==> config.mk <==
export PLATFORM = sky130hd
export DESIGN_NAME = symbol_serializer
export DESIGN_NICKNAME = d
export VERILOG_FILES = /design/src/rtl/shift_pkg.sv /design/src/rtl/symbol_mux.sv /design/src/rtl/symbol_serializer.sv
export SDC_FILE = /design/constraint.sdc
export NUM_CORES = 1
export LEC_CHECK = 0
export ABC_CLOCK_PERIOD_IN_PS = 3300
export CAP_MARGIN = 20
export CORE_ASPECT_RATIO = 0.6
export CORE_MARGIN = 2
export CORE_UTILIZATION = 30
export DETAILED_ROUTE_END_ITERATION = 7
export PLACE_DENSITY = 0.61
export SLEW_MARGIN = 20
export SYNTH_ARGS = -nofsm -noshare
export SYNTH_HDL_FRONTEND = slang
export SYNTH_HIERARCHICAL = 1
export SYNTH_SLANG_ARGS = --single-unit
==> constraint.sdc <==
create_clock -name clk -period 3.3 [get_ports clk]
set_input_delay 0.33 -clock clk [delete_from_list [all_inputs] [get_ports clk]]
set_output_delay 0.33 -clock clk [all_outputs]
set_load 0.005 [all_outputs]
==> src/rtl/shift_pkg.sv <==
// Shared constants and types for the lane-shifter output stages.
// No logic here: widths, the legal shift limit and the serializer state encoding.
// Consumers import this package so lane geometry stays consistent across stages.
package shift_pkg;

    localparam int SYM_W     = 5;    // bits per symbol
    localparam int NUM_SYM   = 10;   // symbols per word
    localparam int SHIFT_W   = 3;    // width of upstream shift amount
    localparam int IDX_W     = 4;    // wide enough to index NUM_SYM symbols
    localparam int MAX_SHIFT = 4;    // largest shift that leaves a meaningful word

    typedef enum logic {
        IDLE = 1'b0,    // no word held
        SEND = 1'b1     // word held, symbols being emitted
    } ser_state_t;

endpackage

==> src/rtl/symbol_mux.sv <==
// Selects one SYM_W-bit lane out of a packed word of NUM_SYM lanes by index.
// Purely combinational, zero latency; out-of-range index yields zero.
// No flow control: the caller decides when the selected lane is used.
module symbol_mux #(
    parameter int SYM_W   = 5,
    parameter int NUM_SYM = 10,
    parameter int IDX_W   = 4
) (
    input  logic [SYM_W*NUM_SYM-1:0] lanes,
    input  logic [IDX_W-1:0]         sel,
    output logic [SYM_W-1:0]         sym
);

    // Scan all lanes and pass through the one whose position matches sel
    always_comb begin
        sym = '0;
        for (int i = 0; i < NUM_SYM; i++) begin
            if (sel == IDX_W'(i)) begin
                sym = lanes[i*SYM_W +: SYM_W];
            end
        end
    end

endmodule

==> src/rtl/symbol_serializer.sv <==
// Streams the meaningful symbols of a shifted word out one per cycle, lowest first; drops illegal words.
// Latency: first symbol valid the cycle after the word is accepted; back-to-back words have no bubble.
// Backpressure: a symbol is held stable until sym_ready; a new word is taken only when idle or on the last handshake.
module symbol_serializer
    import shift_pkg::*;
#(
    parameter int CNT_W = 8
) (
    input  logic                     clk,
    input  logic                     rst_n,
    input  logic                     in_valid,
    output logic                     in_ready,
    input  logic [SYM_W*NUM_SYM-1:0] in_data,
    input  logic [SHIFT_W-1:0]       in_shift,
    input  logic                     in_ok,
    output logic                     sym_valid,
    input  logic                     sym_ready,
    output logic [SYM_W-1:0]         sym_data,
    output logic [IDX_W-1:0]         sym_idx,
    output logic                     sym_last,
    output logic [CNT_W-1:0]         drop_cnt
);

    localparam int WORD_W = SYM_W * NUM_SYM;

    ser_state_t          state_q, state_d;
    logic [WORD_W-1:0]   word_q, word_d;
    logic [IDX_W-1:0]    cnt_q, cnt_d;
    logic [IDX_W-1:0]    idx_q, idx_d;
    logic                sym_valid_q, sym_valid_d;
    logic [SYM_W-1:0]    sym_data_q, sym_data_d;
    logic                sym_last_q, sym_last_d;
    logic [CNT_W-1:0]    drop_cnt_q, drop_cnt_d;

    logic                sym_hs;
    logic                in_acc;
    logic                shift_ok;
    logic                load;
    logic                drop;
    logic [IDX_W-1:0]    idx_inc;
    logic [IDX_W-1:0]    load_cnt;
    logic [WORD_W-1:0]   mux_word;
    logic [IDX_W-1:0]    mux_sel;
    logic [SYM_W-1:0]    mux_sym;

    // Handshake and acceptance qualifiers; in_ready is held low during reset
    always_comb begin
        sym_hs   = sym_valid_q & sym_ready;
        in_ready = rst_n & ((state_q == IDLE) | (sym_hs & sym_last_q));
        in_acc   = in_valid & in_ready;
        // A shift beyond the legal range is treated exactly like a flagged-invalid word
        shift_ok = in_ok & (int'(in_shift) <= MAX_SHIFT);
        load     = in_acc & shift_ok;
        drop     = in_acc & ~shift_ok;
        idx_inc  = idx_q + IDX_W'(1);
        load_cnt = IDX_W'(NUM_SYM) - IDX_W'(in_shift);
        // Loading selects lane 0 of the incoming word; advancing selects the next held lane
        mux_word = load ? in_data : word_q;
        mux_sel  = load ? '0 : idx_inc;
    end

    symbol_mux #(
        .SYM_W   (SYM_W),
        .NUM_SYM (NUM_SYM),
        .IDX_W   (IDX_W)
    ) u_symbol_mux (
        .lanes (mux_word),
        .sel   (mux_sel),
        .sym   (mux_sym)
    );

    // Next-state: load a new word, advance through the held word, or return to idle
    always_comb begin
        state_d     = state_q;
        word_d      = word_q;
        cnt_d       = cnt_q;
        idx_d       = idx_q;
        sym_valid_d = sym_valid_q;
        sym_data_d  = sym_data_q;
        sym_last_d  = sym_last_q;
        drop_cnt_d  = drop_cnt_q;

        if (load) begin
            // Also covers a new word arriving on the previous word's last handshake
            state_d     = SEND;
            word_d      = in_data;
            cnt_d       = load_cnt;
            idx_d       = '0;
            sym_valid_d = 1'b1;
            sym_data_d  = mux_sym;
            sym_last_d  = (load_cnt == IDX_W'(1));
        end else if (sym_hs) begin
            if (sym_last_q) begin
                // A dropped word accepted here also ends up idle, which this branch gives
                state_d     = IDLE;
                idx_d       = '0;
                sym_valid_d = 1'b0;
                sym_data_d  = '0;
                sym_last_d  = 1'b0;
            end else begin
                idx_d       = idx_inc;
                sym_data_d  = mux_sym;
                sym_last_d  = (idx_inc == cnt_q - IDX_W'(1));
            end
        end

        if (drop && (drop_cnt_q != {CNT_W{1'b1}})) begin
            drop_cnt_d = drop_cnt_q + CNT_W'(1);
        end
    end

    // All state and symbol outputs registered, cleared by synchronous reset
    always_ff @(posedge clk) begin
        if (!rst_n) begin
            state_q     <= IDLE;
            word_q      <= '0;
            cnt_q       <= '0;
            idx_q       <= '0;
            sym_valid_q <= 1'b0;
            sym_data_q  <= '0;
            sym_last_q  <= 1'b0;
            drop_cnt_q  <= '0;
        end else begin
            state_q     <= state_d;
            word_q      <= word_d;
            cnt_q       <= cnt_d;
            idx_q       <= idx_d;
            sym_valid_q <= sym_valid_d;
            sym_data_q  <= sym_data_d;
            sym_last_q  <= sym_last_d;
            drop_cnt_q  <= drop_cnt_d;
        end
    end

    assign sym_valid = sym_valid_q;
    assign sym_data  = sym_data_q;
    assign sym_idx   = idx_q;
    assign sym_last  = sym_last_q;
    assign drop_cnt  = drop_cnt_q;

endmodule

# After elaboration in Yosys (flattened, before gate mapping)
# Cells that the tools add are included.
[word_totals]
regBits = 73
latchBits = 0
ramBits = 0
mem_bits_ro = 0
in_bits = 58
output_inout_bits = 20
elab_cells = 63
mem_count = 0
[op_classes]
n_addsub = 4
multipliers = 0
div = 0
magnitude_cmp = 1
n_eq_ne = 12
n_shift = 0
n_mux = 22
n_bitwise = 11
n_reduce_logical = 6
[op_table]
columns = ["operator", "count"]
rows = [
  ["5-bit 2-to-1 mux", 13],
  ["50-bit 2-to-1 mux", 1],
  ["4-bit by 3-bit equality test with 1-bit output, second input constant", 4],
  ["8-bit by 1-bit adder with 8-bit output, second input constant", 1],
  ["4-bit by 1-bit equality test with 1-bit output, second input constant", 2],
  ["4-bit by 2-bit equality test with 1-bit output, second input constant", 2],
  ["4-bit equality test, second input constant", 2],
  ["4-bit 2-to-1 mux", 2],
  ["8-bit != test, second input constant", 1],
  ["1-bit bitwise AND", 7],
  ["1-bit 2-to-1 mux", 6],
  ["4-bit by 1-bit adder with 4-bit output, second input constant", 1],
  ["4-bit equality test", 1],
  ["4-bit zero test", 1],
  ["2-bit nonzero test", 2],
  ["4-bit by 1-bit subtractor with 4-bit output, second input constant", 1],
  ["4-bit by 3-bit subtractor with 4-bit output, first input constant", 1],
  ["3-bit less-or-equal comparator, second input constant", 1],
  ["1-bit inverter", 3],
  ["2-bit AND reduction", 1],
  ["2-bit OR reduction", 1],
  ["1-bit logical AND", 1],
  ["1-bit bitwise OR", 1],
]

# Logic depth before layout (Yosys ltp)
[depth]
depth_word = 21
mapped_depth = 14
ltp_nobuf = 10

# Modules after synthesis
# Netlist, hierarchy kept.
[by_module_without_submodules]
columns = ["module", "instances", "cells_each", "area_each_um2", "seq_area_each_um2"]
rows = [
  ["symbol_serializer", 1, 303, 3397.0, 1461.4],
  ["symbol_mux", 1, 45, 450.4, 0.0],
]

# Worst setup path after synthesis
# No wires, ideal clock.
[synth_path]
path_type = "in2reg"
startpoint = "in in_shift[1]"
endpoint = "reg sym_data_q[0], in the netlist sym_data[0]"
setup_time_ns = 0.118
arrival_time_ns = 2.759
required_time_ns = 3.182
setup_slack_ns = 0.423
stages = 14
n_path_buf = 4
cell_sequence = "inv_1 -> ha_1 -> nor2b_4 -> or4_4 -> buf_6 -> clkbuf_1 -> and2_1 -> clkbuf_2 -> buf_2 -> mux4_2 -> o221ai_1 -> o221ai_1 -> a32oi_1 -> nor2b_1"
[synth_between]
elab_chain_len = 18
word_cells_on_any_way = 29
classes_between = "order compare: 1; eq/ne: 9; mux: 15; bitwise: 2; reduce/logical: 2"
[synth_lines]
columns = ["element", "line_no", "source"]
rows = [
  ["from (decl)", "symbol_serializer.sv:14", "input logic [SHIFT_W-1:0] in_shift,"],
  ["3-bit less-or-equal comparator (*)", "symbol_serializer.sv:52", "shift_ok = in_ok & (int'(in_shift) <= MAX_SHIFT);"],
  ["1-bit bitwise AND (*)", "symbol_serializer.sv:52", ""],
  ["1-bit bitwise AND (*)", "symbol_serializer.sv:53", "load = in_acc & shift_ok;"],
  ["4-bit 2-to-1 mux (*)", "symbol_serializer.sv:59", "mux_sel = load ? '0 : idx_inc;"],
  ["named net mux_sel[1]", "symbol_serializer.sv:43", "logic [IDX_W-1:0] mux_sel;"],
  ["4-bit zero test", "symbol_mux.sv:18", "if (sel == IDX_W'(i)) begin"],
  ["5-bit 2-to-1 mux (9 in series)", "symbol_mux.sv:18", ""],
  ["5-bit 2-to-1 mux (*)", "symbol_mux.sv:18", ""],
  ["named net mux_sym[0]", "symbol_serializer.sv:44", "logic [SYM_W-1:0] mux_sym;"],
  ["5-bit 2-to-1 mux", "symbol_serializer.sv:93", "if (sym_last_q) begin"],
  ["5-bit 2-to-1 mux", "symbol_serializer.sv:92", "end else if (sym_hs) begin"],
  ["5-bit 2-to-1 mux (*)", "symbol_serializer.sv:83", "if (load) begin"],
  ["to (signal assigned)", "symbol_serializer.sv:129", "sym_data_q <= sym_data_d;"],
  ["to (decl)", "symbol_serializer.sv:31", "logic [SYM_W-1:0] sym_data_q, sym_data_d;"],
]
# Mark *: on every way through the listed nets, which the timed path passes. The rest lies on a longest branch. The select of a mux whose other input is x is not followed.
# A chain may end at the register's enable or synchronous reset.

# Worst setup path after layout
[layout_path]
startpoint = "in in_shift[1]"
endpoint = "reg sym_data_q[4], in the netlist sym_data[4]"
[layout_between]
word_cells_on_any_way = 29
classes_between = "order compare: 1; eq/ne: 9; mux: 15; bitwise: 2; reduce/logical: 2"
[layout_rtl]
columns = ["element", "line_no", "source"]
rows = [
  ["3-bit less-or-equal comparator (*)", "symbol_serializer.sv:52", ""],
  ["1-bit bitwise AND (*)", "symbol_serializer.sv:52", ""],
  ["1-bit bitwise AND (*)", "symbol_serializer.sv:53", ""],
  ["50-bit 2-to-1 mux (*)", "--", ""],
  ["named net mux_word[9]", "symbol_serializer.sv:42", "logic [WORD_W-1:0] mux_word;"],
  ["5-bit 2-to-1 mux (*) (9 in series)", "symbol_mux.sv:18", ""],
  ["named net mux_sym[4]", "symbol_serializer.sv:44", ""],
  ["5-bit 2-to-1 mux", "symbol_serializer.sv:93", ""],
  ["5-bit 2-to-1 mux", "symbol_serializer.sv:92", ""],
  ["5-bit 2-to-1 mux (*)", "symbol_serializer.sv:83", ""],
]
# Marks and branches as above.

==> impl_metrics.env <==
export IMPL_worstPathRequired_ns=3.52
export IMPL_row_count=31
export IMPL_tritoncts="yes"
export IMPL_dpl_hpwl_um=7060
export IMPL_synth_edff_count=0
export IMPL_grt_use_met3_pct=4.33
export IMPL_worst_pin_slew_ns=0.606
export IMPL_routed_wl_um=9610
export IMPL_ir_drop_mv=0.230
export IMPL_crit_fanout=27
export IMPL_max_clock_path_buffers=2
export IMPL_drive_gt1_share_pct=22.9
export IMPL_end_kind="flop"
export IMPL_min_delay_start="cnt_q[3]"
export IMPL_maxCapViolations=0
export IMPL_clock_sinks=73
export IMPL_crit_type="input pin to flop"
export IMPL_gp_congestion=0.805
export IMPL_synthCells=348
export IMPL_arrival_ns=3.36
export IMPL_grt_start_max_net_pins=75
export IMPL_crit_path_start="in_shift[1]"
export IMPL_cts_root_buffer="clkbuf_16"
export IMPL_grt_pass1_vias=2890
export IMPL_min_path_type="flop to flop"
export IMPL_period_needed_ns=3.14
export IMPL_slew_violations=0
export IMPL_ys_seq_elements=73
export IMPL_ys_types=46
export IMPL_finClkSkew_ns=0.00394
export IMPL_rsz0062_at_grt="false"
export IMPL_yosysTopAreaCellShare_pct=38.0
export IMPL_drc=0
export IMPL_numCtsBuffers=9
export IMPL_dieArea_um2=13800
export IMPL_ys_seq_area_share_pct=38.0
export IMPL_grt_busiest_layer="met1"
export IMPL_use_met2_pct=19.7
export IMPL_yosys_warnings=6
export IMPL_worstHoldPathCells=2
export IMPL_r2r_start="sym_last"
export IMPL_instances_no_fill=606
export IMPL_power_leakage_nw=2.27
export IMPL_fmax_ghz=0.318
export IMPL_cp_start_kind="input pin"
export IMPL_grt_usage_pct=14.7
export IMPL_synth_async_reset_ratio_pct=0
export IMPL_htree_levels=3
export IMPL_syn_area_per_cell_um2=11.1
export IMPL_first_pass_iters=5
export IMPL_ys_flop_type="dfxtp_1"
export IMPL_slew_headroom_pct=59.5
export IMPL_ys_top_cells_by_area="dfxtp_1 38%, mux2_4 19%, and2_1 8.3%, mux2i_1 2.9%, o221ai_1 2.3%"
export IMPL_postCtsResizedCells=0
export IMPL_cts_hold_buf=0
export IMPL_io_buffers=77
export IMPL_n_antenna_cell=0
export IMPL_die_w_um=150
export IMPL_drtIter0Drc=239
export IMPL_final_antenna_net_count=0
export IMPL_grt_pass1_wl_um=15600
export IMPL_overflow=0
export IMPL_setup_violations=0
export IMPL_area_delta_synth_final_pct=35.3
export IMPL_detail_route_wl_per_cell_um=15.9
export IMPL_yosysTopAreaCell="dfxtp_1"
export IMPL_fin_crit_sh_pct=95.3
export IMPL_finalNetCount=500
export IMPL_fin_setup_tns_ns=0
export IMPL_dr_total_vias=2849
export IMPL_clkLatencyLatePin_ns=0.33
export IMPL_die_h_um=91.7
export IMPL_core_area_um2=12300
export IMPL_cts_setup_buffers=0
export IMPL_grt_met1_usage_pct=22.5
export IMPL_initial_core_util_pct=31.3
export IMPL_io_pins=78
export IMPL_antenna_found_initial=0
export IMPL_synth_fp_nets=412
export IMPL_via_per_inst=4.70
export IMPL_reg2reg_setup_slack_ns=0.41
export IMPL_hold_viol=0
export IMPL_path_clk_slew_ns=0.06
export IMPL_reg2regPathDepth=9
export IMPL_placedCellCount=590
export IMPL_outcome="finished, final reports clean"
export IMPL_power_density_nw_per_um2=436
export IMPL_synth_area_um2=3850
==> layer usage <==
layer	wire [µm]	up-vias
li1	-	1414
met1	5010	1346
met5	0	-
met3	588	6
met4	93	0
met2	3920	83
==> per-stage QoR <==
stage	util (%)	area (µm²)	setup WS, ns	total power [mW]	hold WS [ns]
floorplan	-	3850	0.423	1.08	0.453
global placement	39.6	4870	-0.171	1.20	0.477
detailed placement	39.6	4870	-0.183	1.20	0.478
CTS	42.3	5210	0.164	2.30	0.488
global route	42.3	5210	0.0255	2.35	0.510
finish	42.3	5210	0.156	2.27	0.481
==> final timing paths <==
check | endpoint
setup / recovery | sym_data[4]
hold / removal | cnt_q[3]
setup reg to reg | sym_data[4]
hold reg to reg | cnt_q[3]
==> worst max-delay path: stages <==
cell,delay [ns]
clkdlybuf4s50_1,0.42
inv_1,0.08
ha_1,0.21
nor2b_4,0.05
or4_4,0.55
buf_12,0.20
mux2_4,0.32
mux4_1,0.55
o221ai_1,0.20
o221ai_1,0.18
a32oi_1,0.19
nor2b_1,0.06
==> where the power goes <==
group	switching (mW)	total [mW]	internal (mW)
clock	0.364	1.09	0.723
sequential	0.0104	0.914	0.903
combinational	0.103	0.268	0.165
total	0.478	2.27	1.79
==> final cells by class <==
| cell class | count | area, µm² |
|---|---|---|
| clock inverters | 4 | 73.8 |
| clock buffers | 12 | 267 |
| inverters | 9 | 33.8 |
| well taps | 165 | 206 |
| multi-input cells | 246 | 2220 |
| flip-flops and latches | 73 | 1460 |
| repair buffers | 97 | 941 |
| fillers | 1160 | 7090 |
==> placed cells by master (no fill, tap or decap), types with 4 or more instances in the layout <==
master,count
mux2i_1,11
o221ai_1,10
dfxtp_1,73
clkdlybuf4s50_1,76
nor2_1,8
mux2_2,6
a32oi_1,5
clkbuf_16,9
mux2_4,49
buf_4,18
o21ai_0,4
nor3b_1,7
xnor2_1,6
nand3_1,6
ha_1,6
nor2b_1,7
a21oi_1,7
inv_1,9
and2_1,51
a22oi_1,5
nand2_1,19
==> flip-flops by register name (all words and copies together), names as in the netlist <==
signal	count
drop_cnt	8
sym_idx	4
sym_last	1
cnt_q	4
word_q	50
sym_valid	1
sym_data	5
==> Yosys cell counts (6+ instances only) <==
library cell and instances:
a21oi_1 7, and2_1 51, buf_6 7, clkbuf_1 10, dfxtp_1 73, ha_1 6
inv_1 9, mux2_2 6, mux2_4 49, mux2i_1 11, nand2_1 19, nand3_1 6
nor2_1 9, nor2b_1 7, nor3b_1 7, o221ai_1 10, xnor2_1 6
==> cells by family (layout without fill, tap and decap cells) <==
logic type | count (synthesis) | in the layout | synth area share [%]
DFF | 73 | 73 | 38.0
adders and majority gates | 6 | 6 | 1.95
buffers and inverters | 29 | 122 | 4.29
and+or+nand+nor | 118 | 118 | 18.2
xor gates and xnor gates | 9 | 9 | 2.05
muxes | 71 | 71 | 27.0
AOI/OAI and AO/OA | 42 | 42 | 8.52
(Power assumes the default switching activity.)
